--- config.mk ---
export PLATFORM = sky130hd
export DESIGN_NAME = mul_share_ctrl_flat
export DESIGN_NICKNAME = d
export VERILOG_FILES = /design/src/rtl/mul_share_ctrl_if.sv /design/src/rtl/mul_share_ctrl.sv /design/src/flat_wrapper.sv
export SDC_FILE = /design/constraint.sdc
export NUM_CORES = 1
export LEC_CHECK = 0
export CAP_MARGIN = 20
export CORE_AREA = 3 3 74 90
export CTS_CLUSTER_SIZE = 28
export DETAILED_ROUTE_END_ITERATION = 8
export DIE_AREA = 0 0 77 93
export PLACE_DENSITY = 0.77
export SLEW_MARGIN = 25
export SYNTH_ARGS = -nofsm -noshare
export SYNTH_HDL_FRONTEND = slang
export SYNTH_SLANG_ARGS = --single-unit
--- constraint.sdc ---
create_clock -name clk -period 2.4 [get_ports clk]
set_input_delay 0.24 -clock clk [delete_from_list [all_inputs] [get_ports clk]]
set_output_delay 0.24 -clock clk [all_outputs]
set_load 0.01 [all_outputs]
--- src/rtl/mul_share_ctrl_if.sv ---
// Request/response bundle between two multiply clients, the consumer and the shared multiplier scheduler.
interface mul_share_ctrl_if #(
  parameter int unsigned W = 8
);
  logic           req0_valid;
  logic           req0_ready;
  logic [W-1:0]   req0_x;
  logic [W-1:0]   req0_y;
  logic           req1_valid;
  logic           req1_ready;
  logic [W-1:0]   req1_x;
  logic [W-1:0]   req1_y;
  logic           rsp_valid;
  logic           rsp_ready;
  logic           rsp_id;
  logic [2*W-1:0] rsp_res;

  modport master (
    output req0_valid, req0_x, req0_y,
    output req1_valid, req1_x, req1_y,
    output rsp_ready,
    input  req0_ready, req1_ready,
    input  rsp_valid, rsp_id, rsp_res
  );

  modport slave (
    input  req0_valid, req0_x, req0_y,
    input  req1_valid, req1_x, req1_y,
    input  rsp_ready,
    output req0_ready, req1_ready,
    output rsp_valid, rsp_id, rsp_res
  );
endinterface

--- src/rtl/mul_share_ctrl.sv ---
// Round-robin scheduler sharing one repeated-addition multiplier between two requesters.
module mul_share_ctrl #(
  parameter int unsigned W = 8
) (
  input  logic             clk,
  input  logic             reset,
  mul_share_ctrl_if.slave  bus,
  output logic             busy
);
  localparam int unsigned RW = 2 * W;

  typedef enum logic [1:0] {
    IDLE = 2'd0,
    RUN  = 2'd1,
    RESP = 2'd2
  } state_t;

  state_t          r_state;
  logic [RW-1:0]   r_acc;
  logic [W-1:0]    r_cnt;
  logic [W-1:0]    r_x;
  logic [W-1:0]    r_y;
  logic            r_id;
  logic            r_last_grant;
  logic            r_rsp_valid;
  logic            r_rsp_id;
  logic [RW-1:0]   r_rsp_res;
  logic            r_busy;

  logic            w_grant0;
  logic            w_grant1;
  logic            w_acc0;
  logic            w_acc1;

  // Lone requester wins outright; on contention the one not served last wins.
  assign w_grant0 = bus.req0_valid && (!bus.req1_valid || r_last_grant);
  assign w_grant1 = bus.req1_valid && (!bus.req0_valid || !r_last_grant);
  assign w_acc0   = (r_state == IDLE) && w_grant0;
  assign w_acc1   = (r_state == IDLE) && w_grant1;

  assign bus.req0_ready = w_acc0;
  assign bus.req1_ready = w_acc1;
  assign bus.rsp_valid  = r_rsp_valid;
  assign bus.rsp_id     = r_rsp_id;
  assign bus.rsp_res    = r_rsp_res;
  assign busy           = r_busy;

  always_ff @(posedge clk) begin
    if (reset) begin
      r_state      <= IDLE;
      r_acc        <= '0;
      r_cnt        <= '0;
      r_x          <= '0;
      r_y          <= '0;
      r_id         <= 1'b0;
      r_last_grant <= 1'b1;
      r_rsp_valid  <= 1'b0;
      r_rsp_id     <= 1'b0;
      r_rsp_res    <= '0;
      r_busy       <= 1'b0;
    end else begin
      case (r_state)
        IDLE: begin
          if (w_acc0 || w_acc1) begin
            r_x          <= w_acc0 ? bus.req0_x : bus.req1_x;
            r_y          <= w_acc0 ? bus.req0_y : bus.req1_y;
            r_id         <= w_acc1;
            r_last_grant <= w_acc1;
            r_acc        <= '0;
            r_cnt        <= '0;
            r_state      <= RUN;
            r_busy       <= 1'b1;
          end
        end
        RUN: begin
          if (r_cnt != r_y) begin
            r_acc <= r_acc + RW'(r_x);
            r_cnt <= r_cnt + W'(1);
          end else begin
            r_rsp_res   <= r_acc;
            r_rsp_id    <= r_id;
            r_rsp_valid <= 1'b1;
            r_state     <= RESP;
          end
        end
        RESP: begin
          if (bus.rsp_ready) begin
            r_rsp_valid <= 1'b0;
            r_state     <= IDLE;
            r_busy      <= 1'b0;
          end
        end
        default: begin
          r_state <= IDLE;
          r_busy  <= 1'b0;
        end
      endcase
    end
  end
endmodule
--- src/flat_wrapper.sv ---
// flat-port wrapper written by rule: the top's interface ports become plain ports
module mul_share_ctrl_flat 
#(
  parameter int unsigned W = 8
)
  (clk, reset, busy, bus_req0_valid, bus_req0_x, bus_req0_y, bus_req1_valid, bus_req1_x, bus_req1_y, bus_rsp_ready, bus_req0_ready, bus_req1_ready, bus_rsp_valid, bus_rsp_id, bus_rsp_res);
  mul_share_ctrl_if #(.W(W)) bus_i ();
  input  logic clk;
  input  logic reset;
  output logic busy;
  input wire logic [$bits(bus_i.req0_valid)-1:0] bus_req0_valid;
  input wire logic [$bits(bus_i.req0_x)-1:0] bus_req0_x;
  input wire logic [$bits(bus_i.req0_y)-1:0] bus_req0_y;
  input wire logic [$bits(bus_i.req1_valid)-1:0] bus_req1_valid;
  input wire logic [$bits(bus_i.req1_x)-1:0] bus_req1_x;
  input wire logic [$bits(bus_i.req1_y)-1:0] bus_req1_y;
  input wire logic [$bits(bus_i.rsp_ready)-1:0] bus_rsp_ready;
  output wire logic [$bits(bus_i.req0_ready)-1:0] bus_req0_ready;
  output wire logic [$bits(bus_i.req1_ready)-1:0] bus_req1_ready;
  output wire logic [$bits(bus_i.rsp_valid)-1:0] bus_rsp_valid;
  output wire logic [$bits(bus_i.rsp_id)-1:0] bus_rsp_id;
  output wire logic [$bits(bus_i.rsp_res)-1:0] bus_rsp_res;
  assign bus_i.req0_valid = bus_req0_valid;
  assign bus_i.req0_x = bus_req0_x;
  assign bus_i.req0_y = bus_req0_y;
  assign bus_i.req1_valid = bus_req1_valid;
  assign bus_i.req1_x = bus_req1_x;
  assign bus_i.req1_y = bus_req1_y;
  assign bus_i.rsp_ready = bus_rsp_ready;
  assign bus_req0_ready = bus_i.req0_ready;
  assign bus_req1_ready = bus_i.req1_ready;
  assign bus_rsp_valid = bus_i.rsp_valid;
  assign bus_rsp_id = bus_i.rsp_id;
  assign bus_rsp_res = bus_i.rsp_res;
  mul_share_ctrl #(.W(W)) u_core (.clk(clk), .reset(reset), .bus(bus_i), .busy(busy));
endmodule
==> results list <==
- Run status: completed
- Final count of hold timing violations: 0
* Crit path from: u_core.r_acc[0]$_SDFFE_PP0P_
* Post-place instance area: 3600 um2
- Post-Route Utilization: 0.639
- 0 antenna diodes ended up in the layout.
- Worst hold-check path type: reg -> reg
- Data on the critical path is required at its endpoint by 2.66 ns.
* DR vias/cell: 5.30
- Count of TritonRoute iterations in the first routing pass: 4
* Horizontal die dimension: 77 um
* Tmin final: 2.15 ns
- Design area: 3790 um2
- FF-to-FF Start: u_core.r_acc[0]$_SDFFE_PP0P_
- I/O pins: 58
- HPWL reported at the end of detailed placement: ~4600 um
- TritonCTS created 9 clock buffers.
- Number of synthesized register bits: 63
* Max-slew violations: 0
* Detail-routed net length per standard cell: 12.9 um
- Via count of the first global-routing pass: 2393
- Counting flops with a built-in enable in the synthesized netlist gives 0.
- Total power per unit cell area: 691 nW/um2
* Max rail drop VDD: 368 uV
* Core Box Area: 5930 um2
* Clock latency at the later pin of the worst-skew pair: 0.33 ns
- Syn avg cell area: 8.57 um2
* Part of the cycle the worst path needs: 0.896
- Maximum fanout along the worst path: 7
- For the final database, setup skew stands at 0.00876 ns.
- The worst setup path is captured at a register.
* Die Footprint: 7160 um2
* Worst-Margin Slew: 0.575 ns
- After detailed routing, the number of remaining DRC violations is 0.
- Number of clock sinks: 63
* Number of buffers inserted by post-CTS setup repair: 0
* GRT Total Usage: 0.183
* Total wirelength of the detailed-routed design: 6290 um
- Headroom to the max-slew limit: 0.616
* Synth Net Count: around 400
* Gp weighted congestion: 0.822
* Vias post-DR: 2586
- Across the run, the number of max-cap violations was 0.
- The die is 93 um tall.
* Sequential share of the synthesized area: 0.425
- Cell count of the worst reg-to-reg path: 9
- Fraction of registers with async set or reset after synthesis: 0
* Root buf cell: sky130_fd_sc_hd__clkbuf_8
- Leading area contributor after synthesis: sky130_fd_sc_hd__dfxtp_1
- The critical path is of the reg -> reg type.
- The first global-routing pass estimated 10500 um of wire.
* Maximum number of pins on one net before global-route repair: 33
- For this block, the initial DRC count from the detailed router was 117.
* Maximum count of clock buffers along a single path: 2
- Achievable frequency: ~0.46 GHz
* Logic pwr share: 0.211
- Synthesis produced a netlist whose cell count is approximately 350.
- TritonCTS clock tree: yes
* Final setup fails: 0
- Area fraction of the dominant cell type after synthesis: 0.425
- The internal portion of the total power is 1.89 mW.
- In the final layout, the share of cells above drive strength 1 is 0.0591.
- In this run the number of H-tree levels came out at 3.
- The floorplan has 31 rows.
* Setup repair after global routing missed its margin: no
* Total Negative Setup Slacks: 0 ns
* Switching Fraction: 0.280
* Clock network fraction of design power: 0.339
- Counting instances, the worst hold path has a depth of 2.
- Data arrives at the worst endpoint at roughly 2.4 ns.
* Post-layout net count: 451
* Most frequent cells after synthesis: 63 x sky130_fd_sc_hd__dfxtp_1, 54 x sky130_fd_sc_hd__nor2_1, 45 x sky130_fd_sc_hd__nand2_1, 24 x sky130_fd_sc_hd__a21oi_1, 17 x sky130_fd_sc_hd__mux2i_1
- Count of buffers from port buffering: 57
* Number of buffers inserted by hold repair at cts: 0
* CP Launch Type: register
- For this run, the leading register cell type out of synthesis is sky130_fd_sc_hd__dfxtp_1.
* Most frequent cell after synthesis: sky130_fd_sc_hd__dfxtp_1
- Share of total power in sequential cells: 0.450
- Starting density of the core: 0.499
* Net Switching: ~0.73 mW
- Once the clock tree was built, the resizer swapped 0 gates to a different size.
- The netlist uses 45 different library cells.
- Hold Crit Start: u_core.busy$_SDFFE_PP0P_
- Post-Syn Area: about 3000 um2
- Area added between synthesis and finish: 27.9%
* Clock edge transition at the registers on the reported setup and hold paths: 0.07 ns
- Ranked by total cell area, the synthesized netlist is headed by sky130_fd_sc_hd__dfxtp_1 43%, sky130_fd_sc_hd__nor2_1 6.8%, sky130_fd_sc_hd__mux2i_1 5.7%, sky130_fd_sc_hd__nand2_1 5.7%, sky130_fd_sc_hd__a311oi_1 4.7%.
* Number of antenna violations at the first check in global routing: 0
- Reported leakage power: between 1 and 1.5 nW
- Yosys warning count: 0
- Global routing finished with a remaining overflow of 0.
* Antenna Violating Nets Remaining: 0
## worst max-delay path: stages (launching register included)
cell	delay, ns
sky130_fd_sc_hd__dfxtp_1	0.36
sky130_fd_sc_hd__ha_1	0.17
sky130_fd_sc_hd__inv_1	0.05
sky130_fd_sc_hd__fa_1	0.38
sky130_fd_sc_hd__nor2b_1	0.20
sky130_fd_sc_hd__o31a_1	0.19
sky130_fd_sc_hd__nand2b_1	0.16
sky130_fd_sc_hd__o211ai_4	0.10
sky130_fd_sc_hd__or3_1	0.33
sky130_fd_sc_hd__a21oi_1	0.14
## path summary, 6_finish.rpt
check | endpoint | slack [ns]
worst max-delay path | u_core.r_acc[12]$_SDFFE_PP0P_ | 0.25
worst min-delay path | u_core.busy$_SDFFE_PP0P_ | 0.47
worst max register to register | u_core.r_acc[12]$_SDFFE_PP0P_ | 0.25
worst min register to register | u_core.busy$_SDFFE_PP0P_ | 0.47
## power groups by stage
stage	combinational (mW)	sequential [mW]	clock, mW
global placement	0.546	1.20	0
CTS	0.560	1.18	0.904
floorplan	0.392	1.19	0
global route	0.620	1.19	0.955
finish	0.554	1.18	0.888
detailed placement	0.557	1.20	0
## registers in the layout (all words and copies together), names as in the netlist
register and count:
u_core.bus.rsp_id 1, u_core.bus.rsp_res 16, u_core.bus.rsp_valid 1, u_core.busy 1, u_core.r_acc 16, u_core.r_cnt 8
u_core.r_id 1, u_core.r_last_grant 1, u_core.r_state 2, u_core.r_x 8, u_core.r_y 8
## per-layer routing
metal	share of wire	GRT usage	vias to the layer above
li1	-	-	1335
met1	0.47	0.218	1185
met2	0.47	0.313	57
met3	0.035	0.0337	9
met4	0.022	0.0964	0
met5	0	0	-
## cells in the final DEF (no fill, tap or decap), drive strengths merged, types with 2 or more instances in the layout
cell | netlist | routed
xnor2 | 13 | 13
clkdlybuf4s50 | 0 | 57
nor2 | 55 | 55
nor2b | 3 | 3
o21a | 4 | 4
buf | 6 | 7
a31oi | 4 | 4
xor2 | 3 | 3
ha | 9 | 9
nand4 | 5 | 5
o31a | 2 | 2
o211ai | 3 | 3
and3 | 2 | 2
nand2 | 46 | 46
clkbuf | 11 | 12
o21ai | 16 | 16
a21oi | 24 | 24
or3 | 9 | 9
nand2b | 4 | 4
a311oi | 16 | 16
nand3 | 8 | 8
inv | 6 | 6
a21o | 2 | 2
mux2i | 17 | 17
nor3 | 2 | 2
dfxtp | 63 | 63
## area by class of cell
cell class | count | area (um2)
Sequential cell | 63 | 1260
Tap cell | 82 | 103
Timing Repair Buffer | 64 | 623
Clock inverter | 1 | 30.0
Inverter | 7 | 26.3
Multi-Input combinational cell | 259 | 1590
Fill cell | 518 | 2140
Clock buffer | 12 | 155
## kinds of logic after synthesis
| group | Yosys count | share of synthesized area |
|---|---|---|
| fa+ha+maj | 10 | 0.0447 |
| xor+xnor | 16 | 0.0473 |
| compound gates | 79 | 0.184 |
| flops | 63 | 0.425 |
| mux | 17 | 0.0574 |
| buf+inv | 24 | 0.0376 |
| simple gates | 137 | 0.204 |
## metrics by stage
| step | power [mW] | std cells | setup WS, ns | hold WS (ns) |
|---|---|---|---|---|
| finish | 2.62 | 488 | 0.249 | 0.465 |
| global route | 2.76 | 488 | 0.0893 | 0.469 |
| CTS | 2.64 | 488 | 0.228 | 0.467 |
| detailed placement | 1.76 | 475 | 0.236 | 0.456 |
| global placement | 1.74 | 475 | 0.328 | 0.457 |
| floorplan | 1.58 | 346 | 0.439 | 0.399 |
No activity file was read; power rests on OpenSTA's default activity.
